`config.mk`:
```
export PLATFORM = sky130hd
export DESIGN_NAME = guvm_instr_mem_responder_flat
export DESIGN_NICKNAME = d
export VERILOG_FILES = /design/src/rtl/guvm_instr_mem_responder_pkg.sv /design/src/rtl/guvm_instr_mem_responder_if.sv /design/src/rtl/guvm_instr_mem_responder_fifo.sv /design/src/rtl/guvm_instr_mem_responder.sv /design/src/flat_wrapper.sv
export SDC_FILE = /design/constraint.sdc
export NUM_CORES = 1
export LEC_CHECK = 0
export CAP_MARGIN = 20
export CORE_AREA = 5 5 225 227
export DETAILED_ROUTE_END_ITERATION = 10
export DIE_AREA = 0 0 230 232
export MAX_ROUTING_LAYER = met4
export PLACE_DENSITY = 0.42
export SYNTH_ARGS = -nofsm -noshare
export SYNTH_HDL_FRONTEND = slang
export SYNTH_SLANG_ARGS = --single-unit
```
`constraint.sdc`:
```
create_clock -name clk_i -period 4.95 [get_ports clk_i]
set_clock_uncertainty 0.2 [all_clocks]
set_input_delay 0.99 -clock clk_i [delete_from_list [all_inputs] [get_ports clk_i]]
set_output_delay 0.99 -clock clk_i [all_outputs]
set_load 0.005 [all_outputs]
```
`src/rtl/guvm_instr_mem_responder_pkg.sv`:
```
// Shared constants, the pipeline entry type and the parameter-legality check
// for the GUVM instruction-memory responder.
package guvm_mem_pkg;

    localparam logic [31:0] NOP_WORD_DEF = 32'h0000_0013;
    localparam int unsigned RESP_LAT_MIN = 1;
    localparam int unsigned RESP_LAT_MAX = 4;

    typedef struct packed {
        logic valid;
    } pipe_entry_t;

    // Depth must be a power of two so the pointers wrap for free.
    function automatic bit params_legal(
        input int unsigned data_w,
        input int unsigned addr_w,
        input int unsigned fifo_depth,
        input int unsigned resp_lat,
        input int unsigned max_out
    );
        return (data_w > 0) && (addr_w > 0) &&
               (fifo_depth >= 2) && ((fifo_depth & (fifo_depth - 1)) == 0) &&
               (resp_lat >= RESP_LAT_MIN) && (resp_lat <= RESP_LAT_MAX) &&
               (max_out >= 1) && (max_out <= resp_lat + 1);
    endfunction

endpackage

```
`src/rtl/guvm_instr_mem_responder_if.sv`:
```
// OBI-style instruction fetch port between the core (master) and the
// memory responder (slave).
interface guvm_instr_mem_responder_if #(
    parameter int unsigned DATA_W = 32,
    parameter int unsigned ADDR_W = 32
);
    logic              instr_req_i;
    logic [ADDR_W-1:0] instr_addr_i;
    logic              instr_gnt_o;
    logic              instr_rvalid_o;
    logic [DATA_W-1:0] instr_rdata_o;

    modport master (
        output instr_req_i, instr_addr_i,
        input  instr_gnt_o, instr_rvalid_o, instr_rdata_o
    );

    modport slave (
        input  instr_req_i, instr_addr_i,
        output instr_gnt_o, instr_rvalid_o, instr_rdata_o
    );
endinterface

```
`src/rtl/guvm_instr_mem_responder_fifo.sv`:
```
// Synchronous instruction-word FIFO with flush; push is refused when full and
// pop is ignored when empty.
module guvm_sync_fifo
    import guvm_mem_pkg::*;
#(
    parameter int unsigned DATA_W = 32,
    parameter int unsigned DEPTH  = 8
) (
    input  logic                     clk,
    input  logic                     rst,
    input  logic                     push,
    input  logic [DATA_W-1:0]        push_data,
    input  logic                     pop,
    input  logic                     flush,
    output logic [DATA_W-1:0]        head,
    output logic [$clog2(DEPTH):0]   count,
    output logic                     full,
    output logic                     empty
);

    localparam int unsigned AW = $clog2(DEPTH);
    localparam int unsigned CW = AW + 1;

    logic [DATA_W-1:0] mem [DEPTH];
    logic [AW-1:0]     wr_ptr;
    logic [AW-1:0]     rd_ptr;
    logic [CW-1:0]     cnt;
    logic              push_en;
    logic              pop_en;

    assign full    = (cnt == CW'(DEPTH));
    assign empty   = (cnt == '0);
    assign push_en = push && !full && !flush;
    assign pop_en  = pop && !empty && !flush;
    assign head    = mem[rd_ptr];
    assign count   = cnt;

    always_ff @(posedge clk) begin
        if (rst || flush) begin
            wr_ptr <= '0;
            rd_ptr <= '0;
            cnt    <= '0;
        end else begin
            if (push_en) wr_ptr <= wr_ptr + 1'b1;
            if (pop_en)  rd_ptr <= rd_ptr + 1'b1;
            cnt <= cnt + CW'(push_en) - CW'(pop_en);
        end
    end

    always_ff @(posedge clk) begin
        if (push_en && !rst) mem[wr_ptr] <= push_data;
    end

endmodule

```
`src/rtl/guvm_instr_mem_responder.sv`:
```
// Instruction-memory responder: grant stalls, fixed response latency and an
// outstanding limit. Optional sequential-address check: GUVM_SEQ_ADDR_CHECK_EN.
module guvm_instr_mem_responder
    import guvm_mem_pkg::*;
#(
    parameter int unsigned      DATA_W     = 32,
    parameter int unsigned      ADDR_W     = 32,
    parameter int unsigned      FIFO_DEPTH = 8,
    parameter int unsigned      RESP_LAT   = 1,
    parameter int unsigned      MAX_OUT    = 2,
    parameter int unsigned      GNT_STALL  = 0,
    parameter logic [DATA_W-1:0] NOP_WORD  = DATA_W'(NOP_WORD_DEF)
) (
    input  logic                          clk_i,
    input  logic                          rst_i,
    input  logic                          push_valid_i,
    input  logic [DATA_W-1:0]             push_data_i,
    output logic                          push_ready_o,
    input  logic                          flush_i,
    guvm_instr_mem_responder_if.slave     bus,
    output logic [$clog2(FIFO_DEPTH):0]   fifo_count_o,
    output logic [$clog2(MAX_OUT):0]      outstanding_o,
    output logic                          underrun_o,
    output logic                          addr_err_o
);

    localparam int unsigned OW = $clog2(MAX_OUT) + 1;
    localparam int unsigned SW = (GNT_STALL > 0) ? $clog2(GNT_STALL + 1) : 1;

    if (!params_legal(DATA_W, ADDR_W, FIFO_DEPTH, RESP_LAT, MAX_OUT)) begin : g_param_err
        $error("guvm_instr_mem_responder: illegal parameter combination");
    end

    pipe_entry_t [RESP_LAT-1:0] pipe;
    logic [OW-1:0]              outstanding;
    logic [SW-1:0]              stall_cnt;
    logic                       underrun;
    logic [DATA_W-1:0]          rdata_q;
    logic [DATA_W-1:0]          rdata_now;
    logic                       gnt;
    logic                       rvalid;
    logic                       push_ready;
    logic [DATA_W-1:0]          fifo_head;
    logic                       fifo_full;
    logic                       fifo_empty;

    assign gnt        = bus.instr_req_i && !rst_i && (outstanding < OW'(MAX_OUT)) &&
                        (stall_cnt == '0);
    assign rvalid     = pipe[RESP_LAT-1].valid;
    assign push_ready = !fifo_full && !rst_i;
    assign rdata_now  = fifo_empty ? NOP_WORD : fifo_head;

    guvm_sync_fifo #(
        .DATA_W (DATA_W),
        .DEPTH  (FIFO_DEPTH)
    ) u_fifo (
        .clk       (clk_i),
        .rst       (rst_i),
        .push      (push_valid_i && push_ready),
        .push_data (push_data_i),
        .pop       (rvalid),
        .flush     (flush_i),
        .head      (fifo_head),
        .count     (fifo_count_o),
        .full      (fifo_full),
        .empty     (fifo_empty)
    );

    always_ff @(posedge clk_i) begin
        if (rst_i) begin
            pipe <= '0;
        end else begin
            pipe[0].valid <= gnt;
            for (int unsigned i = 1; i < RESP_LAT; i++) pipe[i] <= pipe[i-1];
        end
    end

    always_ff @(posedge clk_i) begin
        if (rst_i) begin
            outstanding <= '0;
            stall_cnt   <= '0;
            underrun    <= 1'b0;
            rdata_q     <= '0;
        end else begin
            case ({gnt, rvalid})
                2'b10:   outstanding <= outstanding + 1'b1;
                2'b01:   outstanding <= outstanding - 1'b1;
                default: outstanding <= outstanding;
            endcase
            if (gnt) stall_cnt <= SW'(GNT_STALL);
            else if (stall_cnt != '0) stall_cnt <= stall_cnt - 1'b1;
            if (rvalid) rdata_q <= rdata_now;
            // An underrun in the flush cycle is a fresh event, so it survives the clear.
            if (rvalid && fifo_empty) underrun <= 1'b1;
            else if (flush_i) underrun <= 1'b0;
        end
    end

    assign bus.instr_gnt_o    = gnt;
    assign bus.instr_rvalid_o = rvalid;
    assign bus.instr_rdata_o  = rvalid ? rdata_now : rdata_q;
    assign push_ready_o       = push_ready;
    assign outstanding_o      = outstanding;
    assign underrun_o         = underrun;

`ifdef GUVM_SEQ_ADDR_CHECK_EN
    logic [ADDR_W-1:0] exp_addr;
    logic              exp_valid;
    logic              addr_err;

    always_ff @(posedge clk_i) begin
        if (rst_i || flush_i) begin
            exp_addr  <= '0;
            exp_valid <= 1'b0;
            addr_err  <= 1'b0;
        end else if (gnt) begin
            if (exp_valid && (bus.instr_addr_i != exp_addr)) addr_err <= 1'b1;
            exp_addr  <= bus.instr_addr_i + ADDR_W'(4);
            exp_valid <= 1'b1;
        end
    end

    assign addr_err_o = addr_err;
`else
    logic unused_addr;
    assign unused_addr = ^bus.instr_addr_i;
    assign addr_err_o  = 1'b0;
`endif

endmodule

```
`src/flat_wrapper.sv`:
```
// flat-port wrapper written by rule: the top's interface ports become plain ports
module guvm_instr_mem_responder_flat import guvm_mem_pkg::*;
#(
    parameter int unsigned      DATA_W     = 32,
    parameter int unsigned      ADDR_W     = 32,
    parameter int unsigned      FIFO_DEPTH = 8,
    parameter int unsigned      RESP_LAT   = 1,
    parameter int unsigned      MAX_OUT    = 2,
    parameter int unsigned      GNT_STALL  = 0,
    parameter logic [DATA_W-1:0] NOP_WORD  = DATA_W'(NOP_WORD_DEF)
)
  (clk_i, rst_i, push_valid_i, push_data_i, push_ready_o, flush_i, fifo_count_o, outstanding_o, underrun_o, addr_err_o, bus_instr_req_i, bus_instr_addr_i, bus_instr_gnt_o, bus_instr_rvalid_o, bus_instr_rdata_o);
  guvm_instr_mem_responder_if #(.DATA_W(DATA_W), .ADDR_W(ADDR_W)) bus_i ();
  input  logic clk_i;
  input  logic rst_i;
  input  logic push_valid_i;
  input  logic [DATA_W-1:0] push_data_i;
  output logic push_ready_o;
  input  logic flush_i;
  output logic [$clog2(FIFO_DEPTH):0] fifo_count_o;
  output logic [$clog2(MAX_OUT):0] outstanding_o;
  output logic underrun_o;
  output logic addr_err_o;
  input wire logic [$bits(bus_i.instr_req_i)-1:0] bus_instr_req_i;
  input wire logic [$bits(bus_i.instr_addr_i)-1:0] bus_instr_addr_i;
  output wire logic [$bits(bus_i.instr_gnt_o)-1:0] bus_instr_gnt_o;
  output wire logic [$bits(bus_i.instr_rvalid_o)-1:0] bus_instr_rvalid_o;
  output wire logic [$bits(bus_i.instr_rdata_o)-1:0] bus_instr_rdata_o;
  assign bus_i.instr_req_i = bus_instr_req_i;
  assign bus_i.instr_addr_i = bus_instr_addr_i;
  assign bus_instr_gnt_o = bus_i.instr_gnt_o;
  assign bus_instr_rvalid_o = bus_i.instr_rvalid_o;
  assign bus_instr_rdata_o = bus_i.instr_rdata_o;
  guvm_instr_mem_responder #(.DATA_W(DATA_W), .ADDR_W(ADDR_W), .FIFO_DEPTH(FIFO_DEPTH), .RESP_LAT(RESP_LAT), .MAX_OUT(MAX_OUT), .GNT_STALL(GNT_STALL), .NOP_WORD(NOP_WORD)) u_core (.clk_i(clk_i), .rst_i(rst_i), .push_valid_i(push_valid_i), .push_data_i(push_data_i), .push_ready_o(push_ready_o), .flush_i(flush_i), .bus(bus_i), .fifo_count_o(fifo_count_o), .outstanding_o(outstanding_o), .underrun_o(underrun_o), .addr_err_o(addr_err_o));
endmodule
```
**Yosys cells after proc, flatten, opt, wreduce, memory -nomap -nowiden**

Memory sizes are Yosys's and may differ from the RTL's. A register that Yosys moved wholly into a read port is not among the register bits.
Cells that the tools add are included.

- RAM bits: 256
- Bits in registers: 47
- Bits of input ports: 69
- Output and inout bits: 43
- Memories: 1
- Logic and storage cells: 50

- Equality and inequality tests: 3
- Mux-type cells: 9
- $lt $le $gt $ge: 1
- Add/subtract/negate cells: 7
- Reductions and logical operators: 20
- Bitwise operators: 1

Memories:

| name | words | bits a word | rd ports | clocked after Yosys merged registers in | wr ports | RTL line | text |
|---|---|---|---|---|---|---|---|
| u_core.u_fifo.mem | 8 | 32 | 1 | 1 | 1 | guvm_instr_mem_responder_fifo.sv:24 | `logic [DATA_W-1:0] mem [DEPTH];` |

Operators with widths:

| kind | number |
|---|---|
| $mux 32 | 2 |
| $logic_and 1x1->1 | 11 |
| $add 3x1->3 const B | 2 |
| $mux 3 | 2 |
| $add 4x1->4 | 1 |
| $eq 4x4->1 const B | 1 |
| $logic_not 1->1 | 4 |
| $logic_not 4->1 | 1 |
| $mux 1 | 4 |
| $pmux 2 s2 | 1 |
| $reduce_bool 2->1 | 2 |
| $sub 4x1->4 | 1 |
| $reduce_or 3->1 | 1 |
| $add 2x1->2 const B | 1 |
| $eq 2x1->1 const B | 1 |
| $eq 2x2->1 const B | 1 |
| $lt 2x2->1 const B | 1 |
| $sub 2x1->2 const B | 1 |
| $logic_or 1x1->1 | 1 |
| $not 1->1 | 1 |
| $sub 1x1->1 const B | 1 |

**Logic depth before layout (Yosys ltp)**

- Depth in word-level cells: 9
- Mapped depth: 12

**Cells and area by module**

A second synthesis with hierarchy kept.

- Cell total of the unflattened synthesis: 643
- Area total of the unflattened synthesis: 12141.6 sq um

Modules (own cells, without submodules):

| module | cells an instance | sequential area each (sq um) | area an instance (sq um) | times used |
|---|---|---|---|---|
| guvm_sync_fifo | 454 | 7947.6 | 10485.1 | 1 |
| guvm_instr_mem_responder | 189 | 740.7 | 1656.6 | 1 |

**Worst setup path after synthesis**

No wires, ideal clock.

- Path kind: in2reg
- Start point: in rst_i
- End point: mem u_core.u_fifo.mem[0][0], enable pin
- Arrival: 3.776 ns
- Stages: 4
- Required time: 4.289 ns
- Slack: 0.513 ns
- Cells stage by stage: nor2_1 nand3_1 or2_2 nor3_1

- Cells in the longest elaborated chain, start to end: 8

RTL lines:

| element | RTL line | text |
|---|---|---|
| start, declared | flat_wrapper.sv:15 | `input logic rst_i;` |
| $logic_not 1->1 * | guvm_instr_mem_responder_fifo.sv:51, guvm_instr_mem_responder.sv:50 |  |
| $logic_and 1x1->1 | guvm_instr_mem_responder.sv:50 | `assign push_ready = !fifo_full && !rst_i;` |
| $logic_and 1x1->1 | guvm_instr_mem_responder.sv:59 | `.push (push_valid_i && push_ready),` |
| $logic_and 1x1->1 (2 in series) | guvm_instr_mem_responder_fifo.sv:33 | `assign push_en = push && !full && !flush;` |
| $logic_and 1x1->1 * | guvm_instr_mem_responder_fifo.sv:51 | `if (push_en && !rst) mem[wr_ptr] <= push_data;` |
| $mux 1 * | guvm_instr_mem_responder_fifo.sv:51 |  |
| $mux 1 (not written as such) * | guvm_instr_mem_responder_fifo.sv:51 |  |
| end, declared | guvm_instr_mem_responder_fifo.sv:24 |  |

Every way passes the cells marked *; elsewhere a longest branch is shown, timed or not.

==> impl_metrics.env <==
export IMPL_met2_length_microns=12800
export IMPL_end_kind="primary output"
export IMPL_clk_pin_slew_ns=0.05
export IMPL_hold_path_depth=1
export IMPL_grt_pass1_wl_microns=42200
export IMPL_die_area_sq_um=53400
export IMPL_synth_xor_area_frac=0.00589
export IMPL_setup_ws_ns=0.704
export IMPL_r2r_end="u_core.u_fifo.count[2]"
export IMPL_min_path_type="reg -> reg"
export IMPL_synth_top_area_frac=0.646
export IMPL_rsz0062_at_grt="false"
export IMPL_post_cts_resize_count=0
export IMPL_finalCritPeriodShare=0.858
export IMPL_yosys_area_share_simple=0.0492
export IMPL_synth_compound_area_frac=0.0619
export IMPL_drc=0
export IMPL_final_util=0.300
export IMPL_hold_buffers=0
export IMPL_num_vias=6132
export IMPL_wl_per_cell_microns=19.5
export IMPL_drv_slew=0
export IMPL_start_kind="flip-flop"
export IMPL_slew_headroom=0.345
export IMPL_route_met3_wl_microns=1740
export IMPL_cts_setup_buffers=0
export IMPL_die_h_microns=232
export IMPL_wl_met1_microns=12900
export IMPL_dpl_worst_slack_ns=1.14
export IMPL_vias_per_cell=4.27
export IMPL_drt_iter0_markers=441
export IMPL_clockRootBuffer="clkbuf_16"
export IMPL_clock_fmax_ghz=0.236
export IMPL_gr_total_overflow=0
export IMPL_outcome="finished clean"
export IMPL_synth_commonest_cells="edfxtp_1 (256), mux2i_1 (64), dfxtp_1 (50)"
export IMPL_start_util=0.246
export IMPL_total_power_mw=5.40
export IMPL_ir_drop_uv=187
export IMPL_async_reset_ff_frac=0
export IMPL_hold_violations=0
export IMPL_track_usage=0.108
export IMPL_highest_layer="met4"
export IMPL_drv_cap=0
export IMPL_antenna_found_initial=4
export IMPL_rr_startpoint="u_core.u_fifo.count[2]"
export IMPL_clock_path_buffers=3
export IMPL_routabilityCongestion=0.660
export IMPL_drive_gt1_frac=0.157
export IMPL_yosysMostFrequentCell="edfxtp_1"
export IMPL_coreArea_sq_um=48400
export IMPL_syn2layout_area_growth_pct=22.2
export IMPL_cp_required_ns=3.76
export IMPL_synth_edf_count=256
export IMPL_syn_area_sq_um=11900
export IMPL_yosysSeqAreaShare=0.730
export IMPL_synth_area_leaders="edfxtp_1 (65%), dfxtp_1 (8.4%), mux2i_1 (5.4%)"
export IMPL_first_pass_iters=4
export IMPL_ant_nets=0
export IMPL_critical_path_max_fanout=38
export IMPL_dp_hpwl_microns=15600
export IMPL_syn_area_per_cell_sq_um=17.4
export IMPL_arrival_ns=3.06
export IMPL_synthCells=684
export IMPL_synth_distinct_cells=40
export IMPL_io_pins=112
export IMPL_hold_start="u_core.stall_cnt"
export IMPL_grt_max_degree=41
export IMPL_tightest_slew_ns=0.983
export IMPL_p_leak_nw=4.50
export IMPL_num_fill_cells=4811
export IMPL_worst_setup_path_type="reg -> out"
export IMPL_pwr_density_cell_nw_per_um2=372
export IMPL_synthFlopType="edfxtp_1"
export IMPL_insertion_delay_ns=0.53
export IMPL_whs_endpoint="u_core.bus.instr_rvalid_o"
export IMPL_cts_tree="done"
export IMPL_htreeDepth=2
export IMPL_cts_buffers=36
export IMPL_synth_largest_area_cell="edfxtp_1"
export IMPL_fin_crit_ns=4.25
export IMPL_rrSetupSlack_ns=2.15
export IMPL_synth_top_family_by_area="multiplexers"
export IMPL_wl_microns=28100
export IMPL_layout_nets=863
export IMPL_reg2regPathDepth=11
export IMPL_ys_ff_latch=306
export IMPL_fin_hold_ws_ns=0.222
export IMPL_synth_area_mux_share=0.116
export IMPL_rows=81
export IMPL_synthAdderAreaFrac=0.0111
export IMPL_fp_dieW_microns=230
export IMPL_yosysWarningCount=0
export IMPL_clock_sinks=306
export IMPL_grt_pass1_vias=6279
export IMPL_finalSetupViolations=0
export IMPL_tns_ns=0
export IMPL_numPortBuffers=78
[state kept, by name (all words and copies together) (netlist names), named ones only]
name and count:
u_core.u_fifo.mem 256, u_core.outstanding_o 2, u_core.u_fifo.count 4, u_core.u_fifo.wr_ptr 3
u_core.underrun_o 1, u_core.u_fifo.rd_ptr 3, u_core.rdata_q 32, u_core.stall_cnt 1
u_core.bus.instr_rvalid_o 1
[cells by family after synthesis]
group / after synthesis
fa+ha+maj: 10
simple gates: 119
compound gates: 98
xor+xnor: 8
buf+inv: 46
other cells: 1
mux: 96
flops: 306
[worst max path at each step]
stage | start | cells after the start | to
after detailed placement | flip-flop | 6 | bus_instr_rdata_o[1]
after floorplan | rst_i | 4 | u_core.u_fifo.mem[0][0]
after global placement | flip-flop | 6 | bus_instr_rdata_o[1]
final | flip-flop | 6 | bus_instr_rdata_o[1]
after global routing | flip-flop | 5 | bus_instr_rdata_o[19]
after CTS | flip-flop | 5 | bus_instr_rdata_o[19]
[power breakdown]
part / switching, mW / total (mW) / leakage (nW) / internal [mW]
sequential: 0.00655 / 2.81 / 2.71 / 2.81
clock: 1.01 / 2.46 / 0.536 / 1.45
combinational: 0.0709 / 0.128 / 1.25 / 0.0576
[critical path, stage by stage, from the launching register on]
cell	delay (ns)
dfxtp_4	0.71
buf_12	0.36
mux2i_1	0.26
nor2_1	0.07
a2111oi_2	0.53
nor2_1	0.12
clkdlybuf4s50_1	0.47
[layout make-up]
| type | count | area [sq um] | share of cell area |
|---|---|---|---|
| clock inverter | 18 | 116 | 0.00800 |
| tap | 622 | 778 | 0.0535 |
| clock buffer | 46 | 981 | 0.0675 |
| timing repair buffer | 100 | 966 | 0.0664 |
| antenna | 4 | 10.0 | 0.000688 |
| sequential | 306 | 8690 | 0.598 |
| inverter | 7 | 26.3 | 0.00181 |
| multi-input combinational | 333 | 2970 | 0.204 |
[metal layers]
metal  track usage  vias to the layer above
met3        0.0245                       42
met4        0.0338                        0
met5             -                        -
met2         0.161                      134
li1              -                     2869
met1         0.148                     3087
[through the flow]
stage                     area (sq um)  instances
after floorplan                  11900        685
after global placement           13400       1368
after detailed placement         13400       1368
after CTS                        14500       1432
after global routing             14500       1436
final                            14500       1436
[cell usage in the layout, fill, tap and decap left out, types with 7 or more instances in the layout]
cell             netlist  final
edfxtp_1             256    256
clkdlybuf4s50_1        0     77
mux2i_1               64     64
dfxtp_1               50     47
clkbuf_16              0     38
nand2_1               35     35
a21oi_1               34     34
nand2b_1              32     32
mux4_2                28     28
a22oi_1               26     26
nor2_1                27     21
buf_4                  6     20
o211ai_1              19     19
clkinv_1               0     11
o211ai_2              10     10
ha_1                   9      9
clkbuf_1              14      8
inv_1                  7      7
No activity file was read; power rests on OpenSTA's default activity.
